### src/rtl/branch_pc_if.sv
// Branch/PC bundle between decode-execute and the fetch PC unit.
// master drives branch/jump/stall requests and observes the fetch PC,
// target and flush; slave is the PC unit itself.
interface branch_pc_if #(
  parameter int WIDTH     = 16,
  parameter int OFF_WIDTH = 16,
  parameter int CNT_WIDTH = 8
);
  // requests toward the PC unit
  logic                 stall;
  logic                 br_valid;
  logic                 br_taken;
  logic [WIDTH-1:0]     br_pc;
  logic [OFF_WIDTH-1:0] br_offset;
  logic                 jmp_valid;
  logic [WIDTH-1:0]     jmp_addr;
  // results from the PC unit
  logic [WIDTH-1:0]     pc;
  logic [WIDTH-1:0]     pc_plus;
  logic [WIDTH-1:0]     target;
  logic                 target_valid;
  logic                 flush;
  logic [CNT_WIDTH-1:0] redirect_cnt;

  modport master (
    output stall, br_valid, br_taken, br_pc, br_offset, jmp_valid, jmp_addr,
    input  pc, pc_plus, target, target_valid, flush, redirect_cnt
  );

  modport slave (
    input  stall, br_valid, br_taken, br_pc, br_offset, jmp_valid, jmp_addr,
    output pc, pc_plus, target, target_valid, flush, redirect_cnt
  );
endinterface

### src/rtl/branch_pc_unit.sv
// Fetch PC register plus branch-target adder with one-cycle registered redirect.
// Latency: target/flush one edge after br_valid; taken-branch PC redirect two edges.
// No backpressure: stall only holds the sequential path; redirects always win.
//
// Ports: clk, rst (sync, active-high); bus (branch_pc_if.slave) carries
// stall/br_*/jmp_* requests in and pc, pc_plus, target, target_valid,
// flush, redirect_cnt out.
module branch_pc_unit #(
  parameter int               WIDTH     = 16,
  parameter int               OFF_WIDTH = 16,
  parameter int               OFF_SHIFT = 0,
  parameter int               INC       = 1,
  parameter logic [WIDTH-1:0] RESET_PC  = '0,
  parameter int               CNT_WIDTH = 8
) (
  input  logic        clk,
  input  logic        rst,
  branch_pc_if.slave  bus
);

  typedef enum logic {
    IDLE = 1'b0,
    PEND = 1'b1
  } state_t;

  state_t               state;
  logic [WIDTH-1:0]     pc_q;
  logic [WIDTH-1:0]     target_q;
  logic                 target_valid_q;
  logic [CNT_WIDTH-1:0] redirect_cnt_q;

  logic [WIDTH-1:0]     off_sext;
  logic [WIDTH-1:0]     br_sum;
  logic [WIDTH-1:0]     pc_plus;

  // Sign-extend through a signed cast so OFF_WIDTH == WIDTH needs no special case.
  assign off_sext = WIDTH'($signed(bus.br_offset));
  // Truncating add: wraps silently in both directions.
  assign br_sum   = bus.br_pc + (off_sext << OFF_SHIFT);
  assign pc_plus  = pc_q + WIDTH'(INC);

  always_ff @(posedge clk) begin
    if (rst) begin
      state          <= IDLE;
      pc_q           <= RESET_PC;
      target_q       <= '0;
      target_valid_q <= 1'b0;
      redirect_cnt_q <= '0;
    end else if (state == PEND) begin
      // Redirect cycle: everything requested now is from the wrong path.
      state          <= IDLE;
      pc_q           <= target_q;
      target_valid_q <= 1'b0;
      if (redirect_cnt_q != '1) begin
        redirect_cnt_q <= redirect_cnt_q + 1'b1;
      end
    end else begin
      // Branch capture is independent of stall.
      if (bus.br_valid) begin
        target_q       <= br_sum;
        target_valid_q <= 1'b1;
        state          <= bus.br_taken ? PEND : IDLE;
      end else begin
        target_valid_q <= 1'b0;
      end

      if (bus.jmp_valid) begin
        pc_q <= bus.jmp_addr;
      end else if (!bus.stall) begin
        pc_q <= pc_plus;
      end
    end
  end

  assign bus.pc           = pc_q;
  assign bus.pc_plus      = pc_plus;
  assign bus.target       = target_q;
  assign bus.target_valid = target_valid_q;
  assign bus.flush        = (state == PEND);
  assign bus.redirect_cnt = redirect_cnt_q;

endmodule

### src/flat_wrapper.sv
// flat-port wrapper written by rule: the top's interface ports become plain ports
module branch_pc_unit_flat 
#(
  parameter int               WIDTH     = 16,
  parameter int               OFF_WIDTH = 16,
  parameter int               OFF_SHIFT = 0,
  parameter int               INC       = 1,
  parameter logic [WIDTH-1:0] RESET_PC  = '0,
  parameter int               CNT_WIDTH = 8
)
  (clk, rst, bus_stall, bus_br_valid, bus_br_taken, bus_br_pc, bus_br_offset, bus_jmp_valid, bus_jmp_addr, bus_pc, bus_pc_plus, bus_target, bus_target_valid, bus_flush, bus_redirect_cnt);
  branch_pc_if #(.WIDTH(WIDTH), .OFF_WIDTH(OFF_WIDTH), .CNT_WIDTH(CNT_WIDTH)) bus_i ();
  input  logic clk;
  input  logic rst;
  input wire logic [$bits(bus_i.stall)-1:0] bus_stall;
  input wire logic [$bits(bus_i.br_valid)-1:0] bus_br_valid;
  input wire logic [$bits(bus_i.br_taken)-1:0] bus_br_taken;
  input wire logic [$bits(bus_i.br_pc)-1:0] bus_br_pc;
  input wire logic [$bits(bus_i.br_offset)-1:0] bus_br_offset;
  input wire logic [$bits(bus_i.jmp_valid)-1:0] bus_jmp_valid;
  input wire logic [$bits(bus_i.jmp_addr)-1:0] bus_jmp_addr;
  output wire logic [$bits(bus_i.pc)-1:0] bus_pc;
  output wire logic [$bits(bus_i.pc_plus)-1:0] bus_pc_plus;
  output wire logic [$bits(bus_i.target)-1:0] bus_target;
  output wire logic [$bits(bus_i.target_valid)-1:0] bus_target_valid;
  output wire logic [$bits(bus_i.flush)-1:0] bus_flush;
  output wire logic [$bits(bus_i.redirect_cnt)-1:0] bus_redirect_cnt;
  assign bus_i.stall = bus_stall;
  assign bus_i.br_valid = bus_br_valid;
  assign bus_i.br_taken = bus_br_taken;
  assign bus_i.br_pc = bus_br_pc;
  assign bus_i.br_offset = bus_br_offset;
  assign bus_i.jmp_valid = bus_jmp_valid;
  assign bus_i.jmp_addr = bus_jmp_addr;
  assign bus_pc = bus_i.pc;
  assign bus_pc_plus = bus_i.pc_plus;
  assign bus_target = bus_i.target;
  assign bus_target_valid = bus_i.target_valid;
  assign bus_flush = bus_i.flush;
  assign bus_redirect_cnt = bus_i.redirect_cnt;
  branch_pc_unit #(.WIDTH(WIDTH), .OFF_WIDTH(OFF_WIDTH), .OFF_SHIFT(OFF_SHIFT), .INC(INC), .RESET_PC(RESET_PC), .CNT_WIDTH(CNT_WIDTH)) u_core (.clk(clk), .rst(rst), .bus(bus_i));
endmodule
### config.mk
export PLATFORM = sky130hd
export DESIGN_NAME = branch_pc_unit_flat
export DESIGN_NICKNAME = d
export VERILOG_FILES = /design/src/rtl/branch_pc_if.sv /design/src/rtl/branch_pc_unit.sv /design/src/flat_wrapper.sv
export SDC_FILE = /design/constraint.sdc
export NUM_CORES = 1
export LEC_CHECK = 0
export CORE_UTILIZATION = 44
export CTS_CLUSTER_DIAMETER = 120
export DETAILED_ROUTE_END_ITERATION = 10
export GPL_ROUTABILITY_DRIVEN = 0
export GPL_TIMING_DRIVEN = 0
export HOLD_SLACK_MARGIN = 0.03
export PLACE_DENSITY_LB_ADDON = 0.08
export SETUP_SLACK_MARGIN = 0.5
export SLEW_MARGIN = 20
export SYNTH_ARGS = -nofsm -noshare
export SYNTH_HDL_FRONTEND = slang
export SYNTH_SLANG_ARGS = --single-unit
### constraint.sdc
create_clock -name clk -period 3 [get_ports clk]
set_clock_uncertainty 0.15 [all_clocks]
set_input_delay 0.45 -clock clk [delete_from_list [all_inputs] [get_ports clk]]
set_output_delay 0.45 -clock clk [all_outputs]
set_load 0.02 [all_outputs]
# Word-level counts from Yosys, hierarchy flattened
# Index checks and enable logic that the tools add are counted.
# word_totals
ff_bits	42
input_bits	54
out_inout_bits	58
word_cells	21
# classes
addsub	3
eq_ne	2
muxes	5
bitwise_logic	2
reduce_logical	4
# ops
operator	count
$mux 16	3
$add 16x1->16 const B	1
$add 16x16->16	1
$add 8x1->8 const B	1
$ne 8x8->1 const B	1
$reduce_and 2->1	2
$ne 3x1->1 const B	1
$reduce_or 3->1	1
$mux 1	2
$not 1->1	2
$reduce_or 2->1	1

# Longest topological paths before layout
# Gate-level depths: netlist (run 1).
# depth
word_depth	4
mapped_depth	9
depth_no_buf	9

# Least setup slack after synthesis (run 1)
# Ideal clock, no wire load.
# synth_path
path_type	input to register
from	in bus_br_offset[0]
to	reg u_core.target_q[12], in the netlist u_core.bus.target[12]
setup_time_ns	0.117
t_arrival_ns	2.107
required_ns	2.733
slack_ns	0.626
stages	9
n_path_buf	0
path_cell_list	ha_1 -> inv_1 -> fa_1 -> nand2b_1 -> a21oi_1 -> o21bai_1 -> a311oi_1 -> o21ai_1 -> a32o_1
# synth_via
elab_chain_len	1
# synth_lines
item	line	rtl
from (decl)	flat_wrapper.sv:19	input wire logic [$bits(bus_i.br_offset)-1:0] bus_br_offset;
$add 16x16->16	branch_pc_unit.sv:39	assign br_sum = bus.br_pc + (off_sext << OFF_SHIFT);
to (signal assigned)	branch_pc_unit.sv:60	target_q <= br_sum;
to (decl)	branch_pc_unit.sv:28	logic [WIDTH-1:0] target_q;
# No other way between the ends.
# A chain may end at the register's enable or synchronous reset.

# Worst setup path after layout (run 1)
# layout_path
from	reg u_core.pc_q[0], in the netlist u_core.bus.pc[0]
to	out bus_pc_plus[2]
# layout_via
elab_chain_len	1
# layout_lines
item	line	rtl
from (decl)	branch_pc_unit.sv:27	logic [WIDTH-1:0] pc_q;
from (signal assigned)	branch_pc_unit.sv:52	pc_q <= target_q;
from (signal assigned)	branch_pc_unit.sv:68	pc_q <= bus.jmp_addr;
from (signal assigned)	branch_pc_unit.sv:70	pc_q <= pc_plus;
$add 16x1->16	branch_pc_unit.sv:40	assign pc_plus = pc_q + WIDTH'(INC);
to (decl)	flat_wrapper.sv:23	output wire logic [$bits(bus_i.pc_plus)-1:0] bus_pc_plus;
# No other way between the ends.

==> results of run 1 <==
-- worst max-delay path, stage by stage (launching register included) --
cell and delay, ns:
sky130_fd_sc_hd__dfxtp_2 0.42, sky130_fd_sc_hd__ha_1 0.25, sky130_fd_sc_hd__xor2_1 0.23, sky130_fd_sc_hd__clkdlybuf4s50_1 0.66
-- metal layers --
layer / vias to the layer above / wire, µm / GRT usage, %
li1: 1557 / - / -
met1: 1465 / 3860 / 31.9
met2: 104 / 3960 / 41.5
met3: 6 / 440 / 3.48
met4: 0 / 65 / 4.23
met5: - / 0 / 0
-- kinds of logic after synthesis --
group / count (synthesis) / share of synthesized area [%]
AOI/OAI and AO/OA: 103 / 22.7
buffers and inverters: 29 / 4.06
adders and majority gates: 18 / 8.04
xor gates and xnor gates: 35 / 10.6
muxes: 4 / 1.38
DFF: 42 / 29.1
and+or+nand+nor: 135 / 24.2
-- power by group --
| group | internal, µW | switching [µW] | leakage [µW] |
|---|---|---|---|
| combinational | 284 | 298 | 0.00133 |
| clock | 248 | 202 | 0.0000514 |
| sequential | 601 | 52.0 | 0.000348 |
-- worst max-delay path by stage --
stage | end | cells past startpoint | startpoint
final | bus_pc_plus[2] | 3 | u_core.bus.pc[0]
after global routing | u_core.bus.target[12] | 8 | bus_br_offset[3]
after CTS | bus_pc_plus[10] | 6 | u_core.bus.pc[0]
after detailed placement | u_core.bus.target[12] | 10 | bus_br_offset[0]
after global placement | u_core.bus.target[12] | 10 | bus_br_offset[0]
after floorplan | u_core.bus.target[12] | 9 | bus_br_offset[0]
-- synth_stat cells, types with 3 or more instances --
cell                       number  area share, %
sky130_fd_sc_hd__a211oi_1      10            2.6
sky130_fd_sc_hd__o21ai_0       14            2.4
sky130_fd_sc_hd__nand4_1        6            1.3
sky130_fd_sc_hd__nor2_1        35            4.5
sky130_fd_sc_hd__o211ai_1       8            2.1
sky130_fd_sc_hd__and3_1         7            1.5
sky130_fd_sc_hd__clkbuf_1      14            1.8
sky130_fd_sc_hd__xnor2_1       22            6.7
sky130_fd_sc_hd__a21oi_1       36            6.2
sky130_fd_sc_hd__a21o_1         4            1.0
sky130_fd_sc_hd__or3_1          4           0.86
sky130_fd_sc_hd__o21ai_1        5           0.86
sky130_fd_sc_hd__nor3_1        11            1.9
sky130_fd_sc_hd__a22oi_1        4            1.0
sky130_fd_sc_hd__dfxtp_1       42             29
sky130_fd_sc_hd__nand2_1       38            4.9
sky130_fd_sc_hd__ha_1          17            7.3
sky130_fd_sc_hd__o31ai_1        3           0.78
sky130_fd_sc_hd__inv_1         12            1.6
sky130_fd_sc_hd__o21bai_1       3           0.78
sky130_fd_sc_hd__nand3_1       10            1.7
sky130_fd_sc_hd__mux2i_1        4            1.4
sky130_fd_sc_hd__nand2b_1       7            1.5
sky130_fd_sc_hd__xor2_1        13            3.9
-- stage by stage --
stage / TNS [ns] / std cells / power [µW] / hold WS, ns / cell area (µm²)
2_1_floorplan: 0 / 366 / 974 / 0.389 / 2890
3_3_place_gp: -0.124 / 552 / 1220 / 0.313 / 4080
3_5_place_dp: -0.149 / 552 / 1230 / 0.317 / 4080
4_1_cts: 0 / 562 / 1680 / 0.329 / 4250
5_1_grt: 0 / 564 / 1770 / 0.372 / 4290
6_report: 0 / 564 / 1680 / 0.327 / 4290
-- area by class of cell --
cell class	count	area, µm²	area share, %
multi-input cells	295	2020	47.1
well taps	77	96.3	2.24
clock buffers	6	72.6	1.69
repair buffers	113	1100	25.6
inverters	12	45.0	1.05
flip-flops and latches	42	851	19.8
clock inverters	2	37.5	0.874
plain buffers	17	72.6	1.69
-- registers in the layout, indices dropped and copies added, names as in the netlist --
register and cells:
u_core.bus.target 16, u_core.bus.flush 1, u_core.bus.target_valid 1, u_core.bus.pc 16, u_core.bus.redirect_cnt 8
-- what timing repair did --
item | in CTS | in global routing
gates resized for setup | 31 | 27
hold endpoints to repair | 0 | 0
pin swaps | 4 | 8
buffers inserted | 2 | 2
endpoints found under the setup margin | 17 | 12
==> summary by stage, run 1 <==
Pwr
The highest ir drop seen on vdd is around 240 µV. The cell area power density is 392 nW/µm². The standby leakage power is approximately 0.0017 µW.

STA
The final setup violation count is 0. The number of failing hold endpoints at the final stage is 0. After layout, the minimum clock period comes to between 2 and 2.5 ns. Derived from the worst setup path, the maximum achievable clock frequency is 0.405 GHz. The count of pins over their slew limit is 0. Setup repair after global routing left no endpoint under its margin.

The worst path meets setup with 0.529 ns of slack. The transition at the pin with the smallest max-transition slack is 0.565 ns. The final critical path takes up between 80% and 90% of the cycle.

The relative max-transition margin is a little over 60%.

GRT
The via count of the first global-routing pass is 2,809. The initial antenna violation count is 0. In the global route stage, overall resource usage came out at a little under a quarter. After global routing the overflow that remains totals 0.

Entering global routing, the biggest net connects 14 pins. The global-route wire length before repair is about 14,000 µm.

Job
The number of max-cap violations is 0.

Detailed routing
After the first detailed-routing iteration, the DRC count stood at roughly 140. The routed wire length is roughly 8300 µm. The DRC violation count after routing is 0. The vias after detailed routing is 3,132.

In the final routed layout, each cell accounts on average for 14.8 µm. Using the TritonRoute via totals, the vias-per-cell ratio works out to 5.55. The post-detailed-route count of antenna-violating nets is 0. The pre-antenna-repair detailed-routing pass consisted of 5 iterations.

Critical path
The arrival time of data at the critical path endpoint is roughly 1.9 ns. The required arrival time at the worst endpoint is around 2.4 ns. The highest fanout seen on the critical path is 5.

The capture instance of the worst register-to-register path is u_core.bus.target[10]. The register-to-register setup slack is slightly below 0.9 ns. The path depth of the worst reg2reg path is 6.

The kind of critical path is register to output port. The capturing element type of the critical path is an output port. The category of the worst setup path launch point is a register. The launch point of the worst reg-to-reg path is u_core.bus.flush.

Floorplan
The die span in y is 83.1 µm. The starting utilization of the core area is a little under half. 112 I/O pins were placed. The die extent in x is slightly above 80 µm.

The core area is about 6300 µm². The number of placement rows is 29. The die footprint is 6910 µm².

Worst hold path
For hold timing, the worst endpoint is u_core.bus.target[0]. The startpoint identified for the worst hold timing path is u_core.bus.target[0]. The instance count along the most critical hold path is 2.

The worst hold path belongs to the class register to register.

Logic synthesis
In this run, synthesis produced a sequential element count of between 40 and 50. The distinct cell type count of the synthesized netlist is 53. Of all flip-flops after synthesis, the portion carrying an async set or reset was 0%. The Yosys step of the flow raised 0 warnings. Summing the sequential cell areas from Yosys gives 29.1% of the chip area. The net count after synthesis is around 440. The predominant post-synthesis flop cell is sky130_fd_sc_hd__dfxtp_1. The average size of a mapped cell is about 7.9 µm². The cell area after synthesis is between 2000 and 3000 µm².

The instance count of the mapped netlist is roughly 370. The count of flip-flops with a built-in enable after synthesis is 0.

Outcome
The run finished with clean final reports.

Clock network
The hold-fix buffer count after cts is 0. CTS built an H-tree with a depth of 2. The clock drives 42 sinks. The clock-pin transition on the worst setup and hold timing paths is around 0.090 ns. Counting the buffers created by CTS gives 5. The clock latency on the worst-skew pair is about 0.3 ns.

The TritonCTS clock tree is built. The cell sitting at the root of the clock tree is a sky130_fd_sc_hd__clkbuf_8. The number of buffers between clock root and the deepest sink is 2.

Finish
In the final design database the tool counted approximately 560 nets. The layout filler cell count is 565. The most common cell after layout, fill and taps aside is sky130_fd_sc_hd__clkdlybuf4s50_1. The repair_antennas step left the layout with diodes totalling 0. For this run, the share of the core covered by cells in the final layout is around two thirds. The area growth from synthesis to layout is 48.4%. The post-route netlist has a little over a tenth of its cells at a drive strength greater than 1. In the layout the commonest cells are sky130_fd_sc_hd__clkdlybuf4s50_1, sky130_fd_sc_hd__nand2_1, sky130_fd_sc_hd__nor2_1, sky130_fd_sc_hd__a21oi_1, sky130_fd_sc_hd__dfxtp_1.

Placement
Buffers placed on the I/O ports in this run total 109. The total half-perimeter wirelength after legalization and detailed placement is roughly 6400 µm. The worst-case setup slack after placement is -0.149 ns.
(Power assumes the default switching activity.)
==> run 2, diff against run 1 <==
==> constraint.sdc (replaced) <==
create_clock -name clk -period 2.4 [get_ports clk]
set_clock_uncertainty 0.15 [all_clocks]
set_input_delay 0.36 -clock clk [delete_from_list [all_inputs] [get_ports clk]]
set_output_delay 0.36 -clock clk [all_outputs]
set_load 0.02 [all_outputs]
==> summary by stage, run 2 (synthesis gave the netlist of run 1 again) <==
Finish
The share of cells above drive strength 1 is 36.2% (was 10.7%). The area growth from synthesis to layout is 79.9% (was 48.4%). The count of placed standard cells in the final layout, fillers left out is 613 (was 564). Most used cells in the layout excluding fill and tap cells: sky130_fd_sc_hd__buf_4, sky130_fd_sc_hd__clkdlybuf4s50_1, sky130_fd_sc_hd__nand2_1, sky130_fd_sc_hd__dfxtp_1, sky130_fd_sc_hd__nor2_1 (was sky130_fd_sc_hd__clkdlybuf4s50_1, sky130_fd_sc_hd__nand2_1, sky130_fd_sc_hd__nor2_1, sky130_fd_sc_hd__a21oi_1, sky130_fd_sc_hd__dfxtp_1).

The most common cell after layout, fill and taps aside is sky130_fd_sc_hd__buf_4 (was sky130_fd_sc_hd__clkdlybuf4s50_1). The antenna diode count came to 0 (unchanged). The number of nets in the layout is 607 (was 558).

Placement
The cell count after placement is 552 (unchanged). The number of I/O port buffers came to 109 (unchanged). The total half-perimeter wirelength after legalization and detailed placement is 6620 µm (was 6410 µm).

GRT
The initial antenna violation count is 0 (unchanged). The via count of the first global-routing pass is 3,239 (was 2,809). The largest net degree at the start of global routing came to 14 (unchanged). The residual overflow from global routing came to 0 (unchanged). The global-route wire length before repair is 15,900 µm (was 13,700 µm).

The combined global-route utilization of all metal layers is 27.8% (was 23.9%).

STA
The worst hold slack across all endpoints is 0.296 ns (was 0.327 ns). The highest attainable clock frequency is approximately 0.46 GHz. The final setup violation count is 0 (unchanged). The count of pins over their slew limit was 0 (unchanged). The relative max-transition margin is 66.6% (was 62.4%).

The worst path in the final design needs a cycle of around 2.2 ns, including I/O delays and setup. In the finished design, the share of the clock period the worst path needs comes to 89.9%. The summed negative setup slack over all endpoints is 0 ns (unchanged). The number of failing hold endpoints at the final stage came to 0 (unchanged). Unrepaired setup endpoints after global routing: yes (was no). The transition at the pin with the smallest max-transition slack is 0.502 ns (was 0.565 ns).

Critical path
The category of the worst setup path launch point is a register (unchanged). The gate family responsible for the most delay along the worst path is simple AND/OR/NAND/NOR gates (was buffers and inverters). CP Cell Sequence: ha_4, nand2_8, nor3_4, nand2_2, xnor2_2, buf_4 (was ha_1, xor2_1, clkdlybuf4s50_1). The highest fanout seen on the critical path is 4 (was 5). The kind of critical path is register to output port (unchanged). The slowest cell on the critical path is sky130_fd_sc_hd__dfxtp_4 (was sky130_fd_sc_hd__clkdlybuf4s50_1). The longest individual stage delay on the worst path is 0.41 ns (was 0.66 ns). The path depth of the worst reg2reg path is 8 (was 6). The launch point of the worst reg-to-reg path is u_core.bus.pc[3] (was u_core.bus.flush). The sum of buffers and inverters on the critical path is 1 (unchanged).

The arrival time of data at the critical path endpoint is 1.65 ns (was 1.87 ns). The required arrival time at the worst endpoint is 1.89 ns (was 2.40 ns). The capturing element type of the critical path is an output port (unchanged). The register-to-register setup slack was 0.40 ns (was 0.87 ns).

The capture instance of the worst register-to-register path is u_core.bus.pc[13] (was u_core.bus.target[10]).

Clock network
The number of buffers between clock root and the deepest sink is 2 (unchanged). The total CTS buffers is 5 (unchanged). The TritonCTS clock tree is built (unchanged). The clock latency on the worst-skew pair is 0.29 ns (was 0.30 ns). The clock-pin transition on the worst setup and hold timing paths is 0.08 ns (was 0.09 ns).

The hold-fix buffer count after cts came to 0 (unchanged). The clock sink count is 42 (unchanged). The cell at the root of the clock tree is sky130_fd_sc_hd__clkbuf_8 (unchanged). The depth of the CTS H-tree is 2 (unchanged).

Outcome
Status: finished, final reports clean (unchanged).

Pwr
The net switching fraction of the power is 34.9% (was 32.8%). The cell-internal power was 1460 µW (was 1130 µW). The share of power burned in registers came to 36.4% (was 38.8%).

The cell area power density is 430 nW/µm² (was 392 nW/µm²). The portion of total power attributed to combinational logic came to 42.2% (was 34.5%). The clock network fraction of total power is 21.3% (was 26.8%).

The switching power is 781 µW (was 552 µW). The highest ir drop seen on vdd is 279 µV (was 236 µV). The post-layout total power is 2240 µW (was 1680 µW).

The standby leakage power is 0.00229 µW (was 0.00173 µW).

Worst hold path
The instance count along the most critical hold path is 4 (was 2). The path category of the worst min-delay check is input port to register (was register to register). The worst min-delay path endpoint is u_core.bus.target[0] (unchanged). The launch point of the worst hold path is bus_br_offset[0] (was u_core.bus.target[0]).

Detailed routing
The routed via count divided by cell count is 5.76 (was 5.55). The vias after detailed routing is 3,533 (was 3,132). The post-detailed-route count of antenna-violating nets is 0 (unchanged).

The number of detailed-route iterations in the first pass was 5 (unchanged). The routed wire length is 10,700 µm (was 8320 µm). The violation count after the first detailed-route iteration is 172 (was 141). The average wire per standard cell was 17.4 µm (was 14.8 µm).

The DRC violation count after routing came to 0 (unchanged).

Job
The number of max-cap violations is 0 (unchanged).

Floorplan
The die span in y is 83.1 µm (unchanged). The core area is 6350 µm² (unchanged). The number of placement rows is 29 (unchanged). The die footprint is 6910 µm² (unchanged). The die extent in x came to 83.1 µm (unchanged). The starting utilization of the core area is 45.6% (unchanged).

The number of top-level pins is 112 (unchanged).
-- run 2: worst max-delay path by stage --
stage | start | depth (start not counted) | slack (ns) | end
6_report | u_core.bus.pc[0] | 6 | 0.24 | bus_pc_plus[12]
5_1_grt | u_core.bus.pc[0] | 6 | 0.15 | bus_pc_plus[12]
4_1_cts | u_core.bus.pc[10] | 5 | 0.28 | bus_pc_plus[15]
3_5_place_dp | bus_br_offset[0] | 10 | -0.47 | u_core.bus.target[12]
3_3_place_gp | bus_br_offset[0] | 10 | -0.40 | u_core.bus.target[12]
2_1_floorplan | bus_br_offset[0] | 9 | 0.32 | u_core.bus.target[12]
-- run 2: per-stage QoR --
step | util [%] | worst slack (ns) | instance area (µm²)
global route | 82.0 | 0.152 | 5200
detailed placement | 66.2 | -0.474 | 4200
finish | 82.0 | 0.242 | 5200
floorplan | - | 0.315 | 3020
global placement | 66.2 | -0.401 | 4200
CTS | 76.7 | 0.283 | 4870
-- run 2: power groups by stage --
stage                     sequential [µW]  combinational, µW  clock, µW
after floorplan                       882                355          0
after global placement                834                712          0
after detailed placement              836                723          0
after CTS                             813                847        475
after global routing                  821               1000        515
final                                 815                945        478
-- run 2: routing by layer --
layer	share of wire (%)	global-route usage, %	wire length [µm]
met1	41	35.1	4410
met2	49	48.2	5240
met3	6.3	4.67	666
met4	3.1	8.93	335
met5	0	0	0
-- run 2: timing repair --
item	CTS	global route
endpoints found under the setup margin	38	62
setup buffers	33	20
pin swaps	43	39
resized for setup	190	88
-- run 2: tightest hold or removal path, cell delays in order --
cell,delay [ns]
sky130_fd_sc_hd__buf_6,0.07
sky130_fd_sc_hd__ha_4,0.12
sky130_fd_sc_hd__nand2_1,0.05
sky130_fd_sc_hd__a21oi_1,0.11
-- run 2: final cells by class --
cell class	count	area (µm²)
inverters	12	45.0
flip-flops and latches	42	878
clock inverters	2	12.5
multi-input cells	295	2500
clock buffers	6	82.6
fillers	388	1140
well taps	77	96.3
repair buffers	162	1480
plain buffers	17	108
==> run 3, diff against run 2 <==
--- a/config.mk
+++ b/config.mk
@@ -5,7 +5,7 @@
 export SDC_FILE = /design/constraint.sdc
 export NUM_CORES = 1
 export LEC_CHECK = 0
-export CORE_UTILIZATION = 44
+export CORE_UTILIZATION = 48
 export CTS_CLUSTER_DIAMETER = 120
 export DETAILED_ROUTE_END_ITERATION = 10
 export GPL_ROUTABILITY_DRIVEN = 0
==> constraint.sdc (replaced) <==
create_clock -name clk -period 2.5 [get_ports clk]
set_clock_uncertainty 0.15 [all_clocks]
set_input_delay 0.375 -clock clk [delete_from_list [all_inputs] [get_ports clk]]
set_output_delay 0.375 -clock clk [all_outputs]
set_load 0.02 [all_outputs]
==> summary by stage, run 3 (synthesis gave the netlist of run 1 again) <==
Outcome
Status: finished, final reports clean (unchanged).

GRT
The combined global-route utilization of all metal layers is 34.8% (was 27.8%). The via count of the first global-routing pass is 3,489 (was 3,239). The initial antenna violation count came to 0 (unchanged). The residual overflow from global routing is 0 (unchanged). The global-route wire length before repair came to 17,100 µm (was 15,900 µm). The met1 demand-to-capacity share in global routing was 40.9% (was 35.1%). The peak-usage layer in the global routing report is met2 (unchanged). The met2 demand-to-capacity share in global routing is 62.0% (was 48.2%). The largest net degree at the start of global routing is 14 (unchanged). The met3 usage in global routing is 5.26% (was 4.67%).

Finish
The antenna diode count came to 0 (unchanged). The sequential cell area came to 885 µm² (was 878 µm²). The total area of multi-input combinational cells is 2480 µm² (was 2500 µm²). Most used cells in the layout excluding fill and tap cells: sky130_fd_sc_hd__clkdlybuf4s50_1, sky130_fd_sc_hd__buf_4, sky130_fd_sc_hd__nand2_1, sky130_fd_sc_hd__nor2_1, sky130_fd_sc_hd__dfxtp_1 (was sky130_fd_sc_hd__buf_4, sky130_fd_sc_hd__clkdlybuf4s50_1, sky130_fd_sc_hd__nand2_1, sky130_fd_sc_hd__dfxtp_1, sky130_fd_sc_hd__nor2_1).

The layout filler cell count came to 239 (was 388). The number of nets in the layout is 604 (was 607). The area growth from synthesis to layout is 77.2% (was 79.9%). The most common cell after layout, fill and taps aside was sky130_fd_sc_hd__clkdlybuf4s50_1 (was sky130_fd_sc_hd__buf_4). The share of cells above drive strength 1 is 33.8% (was 36.2%).

Pwr
The cell area power density is 445 nW/µm² (was 430 nW/µm²). The switching power is 809 µW (was 781 µW). The standby leakage power is 0.00208 µW (was 0.00229 µW). The portion of total power attributed to combinational logic is 42.2% (about the same). The clock network fraction of total power is 23.6% (was 21.3%). The net switching fraction of the power is 35.5% (was 34.9%). The post-layout total power is 2280 µW (was 2240 µW). The highest ir drop seen on vdd is 280 µV (was 279 µV). The share of power burned in registers is 34.2% (was 36.4%). The cell-internal power is 1470 µW (was 1460 µW).

Floorplan
The die extent in x came to 79.7 µm (was 83.1 µm). The die span in y is 79.7 µm (was 83.1 µm). The number of top-level pins is 112 (unchanged). The core area is 5640 µm² (was 6350 µm²). The number of placement rows is 27 (was 29).

The die footprint came to 6340 µm² (was 6910 µm²). The starting utilization of the core area is 51.3% (was 45.6%).

Detailed routing
The DRC violation count after routing is 0 (unchanged). The violation count after the first detailed-route iteration is 407 (was 172). The number of detailed-route iterations in the first pass came to 7 (was 5). The routed via count divided by cell count is 6.37 (was 5.76). The routed wire length is 13,000 µm (was 10,700 µm).

The vias after detailed routing is 3,853 (was 3,533). The average wire per standard cell is 21.5 µm (was 17.4 µm). The post-detailed-route count of antenna-violating nets is 0 (unchanged).

Clock network
The clock-pin transition on the worst setup and hold timing paths is 0.08 ns (about the same). The hold-fix buffer count after cts is 0 (unchanged). The clock sink count is 42 (unchanged).

The TritonCTS clock tree is built (unchanged). The depth of the CTS H-tree is 2 (unchanged). The number of buffers between clock root and the deepest sink is 2 (unchanged). The clock latency on the worst-skew pair came to 0.30 ns (was 0.29 ns). The total CTS buffers is 5 (unchanged). The cell at the root of the clock tree is sky130_fd_sc_hd__clkbuf_8 (unchanged).

Critical path
The capturing element type of the critical path is an output port (unchanged). The kind of critical path is register to output port (unchanged). The longest individual stage delay on the worst path is 0.37 ns (was 0.41 ns). The slowest cell on the critical path is sky130_fd_sc_hd__dfxtp_4 (unchanged). The required arrival time at the worst endpoint was 1.98 ns (was 1.89 ns). CP Cell Sequence: nand3_4, nor3_4, and3_4, xor2_2, buf_4 (was ha_4, nand2_8, nor3_4, nand2_2, xnor2_2, buf_4). The path depth of the worst reg2reg path was 9 (was 8). The arrival time of data at the critical path endpoint is 1.66 ns (was 1.65 ns). The category of the worst setup path launch point is a register (unchanged). The highest fanout seen on the critical path is 5 (was 4).

Placement
The number of I/O port buffers is 109 (unchanged). The total half-perimeter wirelength after legalization and detailed placement is 6850 µm (was 6620 µm).

Worst hold path
The instance count along the most critical hold path was 2 (was 4). The path category of the worst min-delay check was register to register (was input port to register).

STA
Unrepaired setup endpoints after global routing: yes (unchanged). The worst hold slack across all endpoints was 0.360 ns (was 0.296 ns). The transition at the pin with the smallest max-transition slack was 0.608 ns (was 0.502 ns). The final setup violation count is 0 (unchanged). The post-route clock period utilization is between 80 and 90%.

For this run, the top clock speed supported by timing is around 0.46 GHz. The worst path in the final design needs a cycle of roughly 2.2 ns, including I/O delays and setup. The count of pins over their slew limit is 0 (unchanged).

The summed negative setup slack over all endpoints is 0 ns (unchanged). The relative max-transition margin was 59.5% (was 66.6%). The number of failing hold endpoints at the final stage was 0 (unchanged).

Job
The number of max-cap violations is 0 (unchanged).
## run 3: cell types whose count changed in the layout (fill, tap and decap cells not counted), sizes merged
| cell | before | now |
|---|---|---|
| dlymetal6s2s | 13 | 4 |
| buf | 76 | 68 |
| bufinv | 0 | 1 |
| dlygate4sd2 | 10 | 9 |
| clkinvlp | 1 | 0 |
| clkinv | 1 | 2 |
| clkdlybuf4s50 | 53 | 67 |
## run 3: per-layer routing
layer,part of all wire (%),vias to the layer above
li1,-,1652
met1,35,1781
met2,50,341
met3,9.2,79
met4,5.4,0
met5,0,-
## run 3: final cells by class
cell class,count,share of cell area (%)
timing repair buffer,159,27.6
buffer,17,1.95
tap,72,1.76
inverter,12,0.878
clock inverter,3,0.781
multi-input combinational,295,48.4
clock buffer,5,1.34
sequential,42,17.3
## run 3: worst paths after layout
kind	from	end	slack, ns
max	u_core.bus.pc[3]	bus_pc_plus[15]	0.31
min	u_core.bus.target[2]	u_core.bus.target[2]	0.36
max reg2reg	u_core.bus.pc[0]	u_core.bus.pc[8]	0.47
min reg2reg	u_core.bus.target[2]	u_core.bus.target[2]	0.36
## run 3: metrics by stage
stage | area, µm² | util, % | cells | setup WS (ns)
5_1_grt | 5130 | 90.9 | 605 | 0.250
4_1_cts | 4830 | 85.7 | 589 | 0.334
2_1_floorplan | 2980 | - | 366 | 0.400
3_3_place_gp | 4160 | 73.7 | 547 | -0.310
3_5_place_dp | 4160 | 73.7 | 547 | -0.400
6_report | 5130 | 90.9 | 605 | 0.314
## run 3: worst max-delay path: cells and delay by family (launching register included)
kind	cells	cell delay, ns
AND/OR/NAND/NOR	3	0.71
XOR/XNOR	1	0.13
flip-flops	1	0.37
buffers and inverters	1	0.15
## run 3: power groups by stage
stage | clock (µW) | combinational, µW | sequential [µW]
6_report | 538 | 963 | 780
5_1_grt | 562 | 997 | 784
4_1_cts | 532 | 811 | 776
3_5_place_dp | 0 | 694 | 799
3_3_place_gp | 0 | 680 | 796
2_1_floorplan | 0 | 338 | 844
## run 3: repair_timing
action | in CTS | in global routing
setup endpoints to repair | 27 | 32
resized for setup | 172 | 72
pin swaps | 41 | 37
buffers inserted | 34 | 16
